==> src/rtl/partial_sum_serializer.sv <==
// Gathers one word per lane, then replays them in lane order tagged with the lane index.
// Output valid 1 cycle after the last lane lands; lanes are held off (tready=0) until the group drains.
module partial_sum_serializer #(
  parameter int LANES      = 4,
  parameter int DATA_WIDTH = 16,
  parameter int ID_WIDTH   = (LANES > 1) ? $clog2(LANES) : 1
) (
  input  logic                          clk,
  input  logic                          rst,
  input  logic [LANES*DATA_WIDTH-1:0]   s_axis_tdata,
  input  logic [LANES-1:0]              s_axis_tvalid,
  output logic [LANES-1:0]              s_axis_tready,
  input  logic [LANES-1:0]              s_axis_tlast,
  output logic [DATA_WIDTH-1:0]         m_axis_tdata,
  output logic                          m_axis_tvalid,
  input  logic                          m_axis_tready,
  output logic                          m_axis_tlast,
  output logic [ID_WIDTH-1:0]           m_axis_tid,
  output logic                          err_unaligned
);

  typedef enum logic {COLLECT, EMIT} state_t;

  localparam logic [ID_WIDTH-1:0] LAST_IDX = ID_WIDTH'(LANES - 1);

  state_t                state, state_nxt;
  logic [LANES-1:0]      cap_valid, cap_last;
  logic [LANES-1:0]      hs, cap_valid_nxt, cap_last_nxt;
  logic [DATA_WIDTH-1:0] cap_data [LANES];
  logic [DATA_WIDTH-1:0] sel_data;
  logic [ID_WIDTH-1:0]   idx;
  logic                  last_beat;
  logic                  group_done;
  logic                  beat_done;

  // Ready is forced low while reset is held so nothing is offered mid-reset.
  assign s_axis_tready = (state == COLLECT && rst) ? ~cap_valid : '0;
  assign hs            = s_axis_tvalid & s_axis_tready;
  assign cap_valid_nxt = cap_valid | hs;
  assign cap_last_nxt  = (cap_last & ~hs) | (s_axis_tlast & hs);
  assign last_beat     = (idx == LAST_IDX);

  generate
    if (LANES == 1) begin : g_one
      assign sel_data = cap_data[0];
    end else begin : g_many
      assign sel_data = cap_data[idx];
    end
  endgenerate

  assign m_axis_tvalid = (state == EMIT);
  assign m_axis_tdata  = m_axis_tvalid ? sel_data : '0;
  assign m_axis_tid    = idx;
  // Lane 0 decides end-of-run when lanes disagree.
  assign m_axis_tlast  = m_axis_tvalid && last_beat && cap_last[0];

  always_ff @(posedge clk or negedge rst) begin
    if (!rst) state <= COLLECT;
    else      state <= state_nxt;
  end

  always_comb begin
    state_nxt  = state;
    group_done = 1'b0;
    beat_done  = 1'b0;
    case (state)
      COLLECT: begin
        if (&cap_valid_nxt) begin
          state_nxt  = EMIT;
          group_done = 1'b1;
        end
      end
      EMIT: begin
        if (m_axis_tready) begin
          beat_done = 1'b1;
          if (last_beat) state_nxt = COLLECT;
        end
      end
      default: state_nxt = COLLECT;
    endcase
  end

  always_ff @(posedge clk or negedge rst) begin
    if (!rst) begin
      cap_valid     <= '0;
      cap_last      <= '0;
      idx           <= '0;
      err_unaligned <= 1'b0;
      for (int i = 0; i < LANES; i++) cap_data[i] <= '0;
    end else begin
      err_unaligned <= group_done && !((&cap_last_nxt) || !(|cap_last_nxt));
      if (state == COLLECT) begin
        cap_valid <= cap_valid_nxt;
        cap_last  <= cap_last_nxt;
        idx       <= '0;
        for (int i = 0; i < LANES; i++) begin
          if (hs[i]) cap_data[i] <= s_axis_tdata[i*DATA_WIDTH +: DATA_WIDTH];
        end
      end else if (beat_done) begin
        if (last_beat) begin
          cap_valid <= '0;
          idx       <= '0;
        end else begin
          idx <= idx + ID_WIDTH'(1);
        end
      end
    end
  end

endmodule

==> config.mk <==
export PLATFORM = sky130hd
export DESIGN_NAME = partial_sum_serializer
export DESIGN_NICKNAME = d
export VERILOG_FILES = /design/src/rtl/partial_sum_serializer.sv
export SDC_FILE = /design/constraint.sdc
export NUM_CORES = 1
export LEC_CHECK = 0
export CORE_MARGIN = 2
export CORE_UTILIZATION = 49
export CTS_BUF_LIST = sky130_fd_sc_hd__clkbuf_4 sky130_fd_sc_hd__clkbuf_8
export DETAILED_ROUTE_END_ITERATION = 10
export PLACE_DENSITY_LB_ADDON = 0.3
export SLEW_MARGIN = 20
export SYNTH_ARGS = -nofsm -noshare
export SYNTH_HDL_FRONTEND = slang
export SYNTH_SLANG_ARGS = --single-unit
==> constraint.sdc <==
create_clock -name clk -period 2.5 [get_ports clk]
set_clock_uncertainty 0.15 [all_clocks]
set_input_delay 0.5 -clock clk [delete_from_list [all_inputs] [get_ports clk]]
set_output_delay 0.5 -clock clk [all_outputs]
set_load 0.05 [all_outputs]
==> impl_metrics.json <==
{
  "regToRegSetupSlack_ns": 0.43,
  "power_mw": 6.339,
  "cp-startpoint": "m_axis_tid[0]",
  "antenna_found_initial": 0,
  "drc_errors": 0,
  "critPathMaxFanout": 10,
  "setup_viol": 0,
  "min_path_type": "register to register",
  "diodes": 0,
  "h-tree-depth": 3,
  "fmaxAchievable_mhz": 408.7,
  "clock_latency_ns": 0.34,
  "pre_cts_ws_ns": 0.1572,
  "synthesis.area_mm2": 0.003450,
  "hpwl_mm": 5.593,
  "antenna_left": 0,
  "synth_seq_cells": 76,
  "synth_warnings": 0,
  "finalMaxSlewViolations": 0,
  "grt_use_total_pct": 22.76,
  "endpoint": "m_axis_tdata[2]",
  "core_mm2": 0.006794,
  "numCtsBuffers": 9,
  "crit_type": "register to output pin",
  "synth_edf_count": 0,
  "io_buffers": 99,
  "rsz0062_at_grt": "false",
  "yosysUniqueCellTypes": 27,
  "endpoint_kind": "output pin",
  "cts_tree": "built",
  "worst_slack_ns": 0.05333,
  "rows": 30,
  "maxSlewHeadroom_pct": 36.67,
  "post-cts-setup-buffer-count": 0,
  "dieWidth_um": 87.91,
  "grt_max_degree": 77,
  "reg2regPathDepth": 4,
  "status": "finished clean",
  "timing.final.crit_share_pct": 97.87,
  "gr-total-overflow": 0,
  "cts_root_buf": "clkbuf_8",
  "drtIter0Drc": 160,
  "peakVddDrop_mv": 0.6038,
  "final_cells": 438,
  "arrival_ns": 1.80,
  "grt_pass1_vias": 2478,
  "r2r_end": "err_unaligned",
  "synthesis.nets": 308,
  "ys_seq_area_share_pct": 55.13,
  "design.die.area_mm2": 0.007727,
  "area_growth_pct": 41.35,
  "finalInstanceArea_mm2": 0.004876,
  "avgSynthCellArea_um2": 14.87,
  "r2r-start": "m_axis_tvalid",
  "start_util_pct": 50.77,
  "dr.pass1.iters": 4,
  "fin_nets": 414,
  "critPathLaunchType": "register",
  "use_met3_pct": 5.749,
  "cp.required_ns": 1.85,
  "powerDensity_mw_per_mm2": 1300,
  "fin_util_pct": 71.77,
  "routed_wl_mm": 8.081,
  "cts.clk_slew.worst_paths_ns": 0.08,
  "routed_via_density": 5.347,
  "die_h_um": 87.91,
  "detailroute.via_count": 2342,
  "fin_crit_ns": 2.447,
  "drive_gt1_share_pct": 39.18,
  "post_dp_cell_area_mm2": 0.004591,
  "use_met2_pct": 37.81,
  "synth_ff_type": "dfrtp_1",
  "clockBufferDepth": 2,
  "wl_per_cell_um": 18.45,
  "synthArstFlopShare_pct": 100.0,
  "place_inst": 421,
  "cap_violations": 0,
  "hold_violations": 0,
  "p_leak_nw": 2.100,
  "gp_congestion": 0.8181,
  "fin_tns_setup_ns": 0,
  "grtUsageMet1_pct": 29.25,
  "io_pins": 100,
  "syn_inst": 232,
  "hold_ws_ns": 0.3548,
  "clock_sinks": 76,
  "tightest_slew_ns": 0.9499,
  "grt_pass1_wl_mm": 12.65,
  "top_usage_layer": "met2"
}
==> synth_stat cells, drive strengths merged, types with 2 or more instances <==
cell type	n	area share (%)
and4bb	4	1.5
nor2b	2	0.36
a21oi	5	0.73
mux2i	5	1.5
clkbuf	4	0.44
nor2	6	0.65
and2	16	2.9
buf	11	1.8
o21ai	2	0.29
dfrtp	76	55
inv	4	0.44
nand2	5	0.54
mux2	64	21
and3	2	0.36
mux4	16	10
==> per-layer routing <==
metal / wire length (um) / part of all wire (%)
met3: 446 / 5.5
met5: 0 / 0
met4: 135 / 1.7
met1: 3383 / 42
met2: 4116 / 51
==> worst min path at each step <==
stage                 startpoint            end  slack (ns)  depth (start not counted)
floorplan                    rst    cap_data[0]        0.05                          0
global placement             rst  err_unaligned        0.17                          1
detailed placement           rst  err_unaligned        0.17                          1
CTS                          rst  err_unaligned        0.36                          2
global route                 rst  err_unaligned        0.36                          2
finish              cap_data[27]   cap_data[27]        0.35                          1
==> critical path, cell delays in order, from the launching register on <==
cell and delay (ns):
dfrtp_2 0.41, clkbuf_16 0.19, mux4_2 0.48, and2_1 0.18
buf_4 0.19
==> cells by family after synthesis <==
kind of cell             Yosys count  synth area share [%]
multiplexers                      85                 32.79
adder cells (fa/ha/maj)            1                0.3627
AO/OA/AOI/OAI                     10                 1.632
AND/OR/NAND/NOR                   41                 7.399
buffers and inverters             19                 2.684
flip-flops                        76                 55.13
==> what timing repair did <==
item / CTS / global route
endpoints found under the hold margin: 1 / 0
hold buffers: 1 / 0
gates resized for setup: 0 / 7
endpoints found under the setup margin: 0 / 11
==> layout by cell type (no fill, tap or decap), types with 4 or more instances in the layout <==
master	n
a21oi_1	5
dfrtp_1	74
clkbuf_8	11
buf_4	19
inv_1	4
mux2_2	64
and2_1	16
mux2i_1	5
nand2_1	5
buf_12	8
mux4_2	16
buf_6	7
clkdlybuf4s50_1	74
nor2_1	6
==> cell type report <==
type | count | area, um^2
clock inverter | 4 | 72.57
inverter | 4 | 15.01
fill | 460 | 1918
multi-input combinational | 137 | 1455
sequential | 76 | 1904
timing repair buffer | 110 | 1157
clock buffer | 11 | 151.4
tap | 96 | 120.1
==> state kept, by name, summed over array words and instances (netlist names) <==
signal,flops
err_unaligned,1
m_axis_tid,2
cap_data,64
cap_last,4
cap_valid,4
m_axis_tvalid,1
==> where the power goes <==
| part | internal (mW) | leakage [nW] | switching [mW] |
|---|---|---|---|
| Combinational | 1.57 | 1.05 | 1.52 |
| Clock | 0.609 | 0.111 | 0.432 |
| Sequential | 1.81 | 0.935 | 0.395 |
Note: power is estimated with default switching activity, not from simulation.
